<file path="src/rtl/alu_op_sequencer.sv">
// Valid/ready front end for the 16-bit ALU: maps opcodes to control lines and repeats shift/rotate/INC/DEC passes.
// Accept at edge T, N passes in T+1..T+N, response held from T+N+1 until rsp_ready; req_ready only in IDLE.
module alu_op_sequencer #(
    parameter int WIDTH = 16,
    parameter int CNT_W = 4
) (
    input  logic             clk,
    input  logic             rst,
    input  logic             req_valid,
    output logic             req_ready,
    input  logic [3:0]       req_op,
    input  logic [CNT_W-1:0] req_cnt,
    input  logic [WIDTH-1:0] req_a,
    input  logic [WIDTH-1:0] req_b,
    output logic             rsp_valid,
    input  logic             rsp_ready,
    output logic [WIDTH-1:0] rsp_result,
    output logic             rsp_cflag,
    output logic             rsp_err,
    output logic [5:0]       alu_ctrl,
    output logic [WIDTH-1:0] alu_a,
    output logic [WIDTH-1:0] alu_b,
    output logic             alu_cin,
    input  logic [WIDTH-1:0] alu_result,
    input  logic             alu_cout,
    output logic             busy
);

    typedef enum logic [1:0] {
        S_IDLE,
        S_RUN,
        S_RESP
    } state_t;

    state_t             state_q, state_d;
    logic [5:0]         ctrl_q, ctrl_d;
    logic [CNT_W-1:0]   cnt_q, cnt_d;
    logic [WIDTH-1:0]   a_q, a_d;
    logic [WIDTH-1:0]   b_q, b_d;
    logic [WIDTH-1:0]   result_q, result_d;
    logic               carry_q, carry_d;
    logic               err_q, err_d;
    logic               first_q, first_d;
    logic               upd_c_q, upd_c_d;

    function automatic logic [5:0] op_ctrl(input logic [3:0] op);
        case (op)
            4'h0:    op_ctrl = 6'h00;
            4'h1:    op_ctrl = 6'h12;
            4'h2:    op_ctrl = 6'h22;
            4'h3:    op_ctrl = 6'h18;
            4'h4:    op_ctrl = 6'h14;
            4'h5:    op_ctrl = 6'h1C;
            4'h6:    op_ctrl = 6'h0C;
            4'h7:    op_ctrl = 6'h36;
            4'h8:    op_ctrl = 6'h06;
            4'h9:    op_ctrl = 6'h09;
            4'hA:    op_ctrl = 6'h01;
            4'hB:    op_ctrl = 6'h11;
            4'hC:    op_ctrl = 6'h0D;
            4'hD:    op_ctrl = 6'h05;
            4'hE:    op_ctrl = 6'h15;
            default: op_ctrl = 6'h00;
        endcase
    endfunction

    always_comb begin
        state_d  = state_q;
        ctrl_d   = ctrl_q;
        cnt_d    = cnt_q;
        a_d      = a_q;
        b_d      = b_q;
        result_d = result_q;
        carry_d  = carry_q;
        err_d    = err_q;
        first_d  = first_q;
        upd_c_d  = upd_c_q;
        case (state_q)
            S_IDLE: begin
                if (req_valid) begin
                    first_d = 1'b1;
                    err_d   = 1'b0;
                    if (req_op == 4'hF) begin
                        err_d    = 1'b1;
                        result_d = '0;
                        state_d  = S_RESP;
                    end else begin
                        a_d     = req_a;
                        b_d     = req_b;
                        ctrl_d  = op_ctrl(req_op);
                        cnt_d   = {{(CNT_W-1){1'b0}}, 1'b1};
                        upd_c_d = 1'b1;
                        // Repeatable ops with a zero count degrade to one MOV pass that leaves carry alone.
                        if (req_op >= 4'h7) begin
                            if (req_cnt == '0) begin
                                ctrl_d  = 6'h00;
                                upd_c_d = 1'b0;
                            end else begin
                                cnt_d = req_cnt;
                            end
                        end
                        state_d = S_RUN;
                    end
                end
            end
            S_RUN: begin
                result_d = alu_result;
                if (upd_c_q) begin
                    carry_d = alu_cout;
                end
                cnt_d   = cnt_q - 1'b1;
                first_d = 1'b0;
                if (cnt_q == {{(CNT_W-1){1'b0}}, 1'b1}) begin
                    state_d = S_RESP;
                end
            end
            S_RESP: begin
                if (rsp_ready) begin
                    state_d = S_IDLE;
                end
            end
            default: state_d = S_IDLE;
        endcase
    end

    always_ff @(posedge clk or posedge rst) begin
        if (rst) begin
            state_q  <= S_IDLE;
            ctrl_q   <= '0;
            cnt_q    <= '0;
            a_q      <= '0;
            b_q      <= '0;
            result_q <= '0;
            carry_q  <= 1'b0;
            err_q    <= 1'b0;
            first_q  <= 1'b0;
            upd_c_q  <= 1'b0;
        end else begin
            state_q  <= state_d;
            ctrl_q   <= ctrl_d;
            cnt_q    <= cnt_d;
            a_q      <= a_d;
            b_q      <= b_d;
            result_q <= result_d;
            carry_q  <= carry_d;
            err_q    <= err_d;
            first_q  <= first_d;
            upd_c_q  <= upd_c_d;
        end
    end

    assign req_ready  = (state_q == S_IDLE);
    assign busy       = (state_q != S_IDLE);
    assign rsp_valid  = (state_q == S_RESP);
    assign rsp_result = result_q;
    assign rsp_cflag  = carry_q;
    assign rsp_err    = err_q;
    // Pass 1 works on the latched operand; later passes feed back the previous result.
    assign alu_ctrl   = (state_q == S_RUN) ? ctrl_q : 6'h00;
    assign alu_a      = (state_q == S_RUN) ? (first_q ? a_q : result_q) : '0;
    assign alu_b      = (state_q == S_RUN) ? b_q : '0;
    assign alu_cin    = carry_q;

endmodule

</file>
<file path="config.mk">
export PLATFORM = sky130hd
export DESIGN_NAME = alu_op_sequencer
export DESIGN_NICKNAME = d
export VERILOG_FILES = /design/src/rtl/alu_op_sequencer.sv
export SDC_FILE = /design/constraint.sdc
export NUM_CORES = 1
export LEC_CHECK = 0
export ABC_AREA = 1
export CAP_MARGIN = 10
export CORE_ASPECT_RATIO = 0.6
export CORE_MARGIN = 10
export CORE_UTILIZATION = 30
export DETAILED_ROUTE_END_ITERATION = 8
export PLACE_DENSITY_LB_ADDON = 0.1
export SYNTH_ARGS = -nofsm -noshare
export SYNTH_HDL_FRONTEND = slang
export SYNTH_SLANG_ARGS = --single-unit
</file>
<file path="constraint.sdc">
create_clock -name clk -period 4.4 [get_ports clk]
set_clock_uncertainty 0.2 [all_clocks]
set_input_delay 1.32 -clock clk [delete_from_list [all_inputs] [get_ports clk]]
set_output_delay 1.32 -clock clk [all_outputs]
set_load 0.01 [all_outputs]
</file>
# Word-level counts from Yosys, hierarchy flattened
# Memories as Yosys holds them, arrays and structs flattened.
# Index checks and enable logic that the tools add are counted.
dict set report totals {
  rom_bits 96
  in_bits 61
  output_inout_bits 60
  memories 1
  reg_bits 64
  wordCells 58
}
dict set report classes {
  n_addsub 1
  bitwise_logic 1
  n_eq_ne 9
  reduce_logical 11
  magnitude_cmp 1
  n_mux 24
}
# name words width rd rd_ports_with_merged_regs write_ports line_no
set mem_list {}
lappend mem_list {{(no name shown)} 16 6 1 0 0 47} ;# case (op)
# cell count
set op_table {}
lappend op_table {{two-way mux 16 bit} 5}
lappend op_table {{case mux 16 bit (2 select lines)} 1}
lappend op_table {{two-way mux 6 bit} 3}
lappend op_table {{two-way mux 4 bit} 4}
lappend op_table {{AND reduction 3 bit} 4}
lappend op_table {{two-way mux 2 bit} 4}
lappend op_table {{case mux 4 bit (2 select lines)} 1}
lappend op_table {{!= test 2 bit (second input constant)} 3}
lappend op_table {{case mux 2 bit (3 select lines)} 1}
lappend op_table {{AND reduction 2 bit} 3}
lappend op_table {{== test 4 x 1 -> 1 bit (second input constant)} 1}
lappend op_table {{== test 4 bit (second input constant)} 1}
lappend op_table {{greater-or-equal comparator 4 x 3 -> 1 bit (second input constant)} 1}
lappend op_table {{zero test 4 bit} 1}
lappend op_table {{two-way mux 1 bit} 4}
lappend op_table {{!= test 2 x 1 -> 1 bit (second input constant)} 2}
lappend op_table {{nonzero test 2 bit} 2}
lappend op_table {{subtractor 4 x 1 -> 4 bit (second input constant)} 1}
lappend op_table {{== test 2 x 1 -> 1 bit (second input constant)} 1}
lappend op_table {{== test 2 bit (second input constant)} 1}
lappend op_table {{zero test 2 bit} 1}
lappend op_table {{case mux 1 bit (2 select lines)} 1}
lappend op_table {{inverter 1 bit} 1}

# Logic depth before layout (Yosys ltp)
dict set report depth {
  word_depth 6
  ltp_mapped 9
  ltp_nobuf 8
}

# Worst setup path before layout
# OpenSTA, ideal clock, no wires.
dict set report synth_timing {
  kind {flip-flop to output port}
  start {reg state_q[0]}
  end {out alu_a[11]}
  path_stages_with_launch 6
  path_slack_ns 1.752
  t_required_ns 2.880
  arrival_ns 1.128
  path_buffers 1
  cell_sequence {dfrtp_1 inv_2 nor2_4 buf_2 o21ai_0 a21oi_1}
}
dict set report synth_between {
  elab_chain_len 2
}
# item line_no
set synth_rtl {}
lappend synth_rtl {{start, declared} 35} ;# state_t state_q, state_d;
lappend synth_rtl {{start signal, assigned} 139} ;# state_q <= state_d;
lappend synth_rtl {{== test 2 x 1 -> 1 bit} 160} ;# assign alu_a = (state_q == S_RUN) ? (first_q ? a_q : result_q) : '0;
lappend synth_rtl {{two-way mux 16 bit} 160}
lappend synth_rtl {{end, declared} 21} ;# output logic [WIDTH-1:0] alu_a,
# Every way passes these cells.

# Final worst setup path
dict set report layout_timing {
  start {reg state_q[0]}
  end {out alu_a[1]}
}
# The elaborated chain is that of the path after synthesis.

==> results.cfg <==
[clock_tree]
cts_resized = 0
clk_path_buf_depth = 2
cts_num_sinks = 64
cts_setup_buffers = 0
clock_latency_ns = 0.32
cts_tree = built
root_buffer = clkbuf_16
hold_buffers = 0
htree_levels = 3
clkTransAtPathRegs_ns = 0.05
cts_buffers = 9

[floorplanning]
num_rows = 29
start_util_pct = 30.8
die_w_um = 155
io_pins = 121
core_mm2 = 0.0106
dieArea_mm2 = 0.0156
die_h_um = 101

[pwr]
power.leakage_nw = 2.30
total_power_mw = 3.24
p_per_area_mw_per_mm2 = 666
ir_drop_uv = 327

[route]
drt_iter0_drc = 129
dr.pass1.iters = 4
wl_um = 10300
viasPerCell = 4.35
vias = 2985
drc = 0
wire_per_inst_um = 15.0
ant_nets = 0

[cells_and_area]
drive_gt1_share_pct = 6.03
final_cells = 686
diodes = 0
synthToLayoutAreaGrowth_pct = 48.7
nNetsFinal = 613
fillers = 1075
fin_util_pct = 45.9
final_area_mm2 = 0.00486

[sta]
setup_tns_ns = 0
post-route-min-period_ns = 3.88
final_hold_viol_count = 0
max_slew_margin_pct = 49.0
finalCritPeriodShare_pct = 88.2
rsz0062_at_grt = no
setup_violations = 0
final_max_slew_viol_count = 0
fin_ws_ns = 0.519
fin_worst_hold_slack_ns = 0.264
fmax_ghz = 0.258
worst_pin_slew_ns = 0.764

[worst_setup_path]
cp_num_buf_inv = 2
crit_path_cell_trace = inv_2, nor2_4, o21ai_0, a21oi_1, clkdlybuf4s50_1
end_kind = output port
crit_slowest_cell = clkdlybuf4s50_1
crit_type = flop to output port
cp_data_required_time_ns = 2.88
cp.arrival_ns = 2.36
cp_top_family = buffers and inverters
crit_path_max_fanout = 30
critPathLaunchType = flop
slowest_delay_ns = 0.58

[placed_design]
gp_congestion = 0.773
dp_hpwl_um = 7920
dpl-instance-area_mm2 = 0.00455
placed_cells = 671
io_buffers = 120
dp_slack_ns = 0.869

[grt]
grt_start_max_net_pins = 38
grt_usage_pct = 13.4
grt_pass1_vias = 3115
grt_antenna_before_repair = 0
gr-total-overflow = 0
grt_pass1_wl_um = 16800

[yosys]
ys_warn_count = 0
synth_seq_cells = 64
yosys_most_used_dff = dfrtp_1
synth_seq_area_share_pct = 49.0
synth_area_leader_cell = dfrtp_1
synth_common_cells = 144 x nand2_1, 64 x dfrtp_1, 57 x inv_1
synth-edff-count = 0
syn-instance-count = 427
syn_nets = 497
ys_types = 23
synth_top_area_share_pct = 49.0
synth.area.top_cells = dfrtp_1 49%, nand2_1 17%, o21ai_0 7.4%
syn_area_mm2 = 0.00327
syn_avg_cell_area_um2 = 7.65
synth.most_common_cell = nand2_1
async_flop_share_pct = 100

[hold_path]
hold_class = flop to flop

[status]
status = completed

[flow_run]
maxCapViolations = 0
==> worst reg2reg max path: cells and delay by family, from the launching register on <==
family / cells / cell delay (ns)
AO/OA/AOI/OAI: 1 / 0.08
buffers and inverters: 1 / 0.22
flip-flops: 1 / 0.44
AND/OR/NAND/NOR: 4 / 0.86
==> logic make-up (layout without fill, tap and decap cells) <==
logic type      after synthesis  count (layout)  share of synthesized area [%]
compound gates               72              72                           11.2
fa+ha+maj                     9               9                           3.45
buf+inv                      81             201                           11.4
flops                        64              64                           49.0
simple gates                201             201                           24.9
==> report_power, final <==
group,internal (mW),switching (mW),leakage [nW],total (mW)
Combinational,0.675,0.806,1.35,1.48
Sequential,0.868,0.161,0.796,1.03
Clock,0.479,0.250,0.154,0.729
Total,2.02,1.22,2.30,3.24
==> final timing paths <==
check                           cells past startpoint        from  slack [ns]    endpoint
worst max-delay path                                5  state_q[0]        0.52    alu_a[1]
worst min-delay path                                2      a_q[8]        0.26      a_q[8]
worst max register to register                      6  state_q[1]        2.47   ctrl_q[0]
worst min register to register                      2      a_q[8]        0.26      a_q[8]
max in group asynchronous                           3         rst        2.15      b_q[1]
min in group asynchronous                           2         rst        1.15  state_q[1]
==> cell usage in the layout, fill, tap and decap left out, types with 5 or more instances in the layout <==
| master | count |
|---|---|
| nand2_1 | 144 |
| nand3_1 | 20 |
| dfrtp_1 | 64 |
| clkdlybuf4s50_1 | 120 |
| clkbuf_16 | 9 |
| nor2_1 | 29 |
| inv_1 | 56 |
| buf_4 | 5 |
| ha_1 | 9 |
| o21ai_0 | 48 |
| a21oi_1 | 19 |
==> layer usage <==
| layer | track usage, % | vias to the layer above | wire length (µm) |
|---|---|---|---|
| met1 | 18.4 | 1366 | 5310 |
| met5 | 0 | - | 0 |
| li1 | - | 1542 | - |
| met2 | 19.5 | 69 | 4300 |
| met4 | 3.90 | 0 | 109 |
| met3 | 4.39 | 8 | 554 |
==> final cells by class <==
type	instances	area [µm²]	area share, %
sequential	64	1600	32.9
clock inverter	3	40.0	0.824
multi-input combinational	282	1290	26.6
tap	139	174	3.58
timing repair buffer	126	1260	25.9
inverter	60	228	4.68
clock buffer	12	267	5.48
==> sequential cells by signal, summed over array words and instances (netlist names) <==
name and flops:
b_q 16, cnt_q 4, upd_c_q 1, ctrl_q 6
state_q 2, first_q 1, rsp_err 1, a_q 16
rsp_result 16, alu_cin 1
Note: power is estimated with default switching activity, not from simulation.
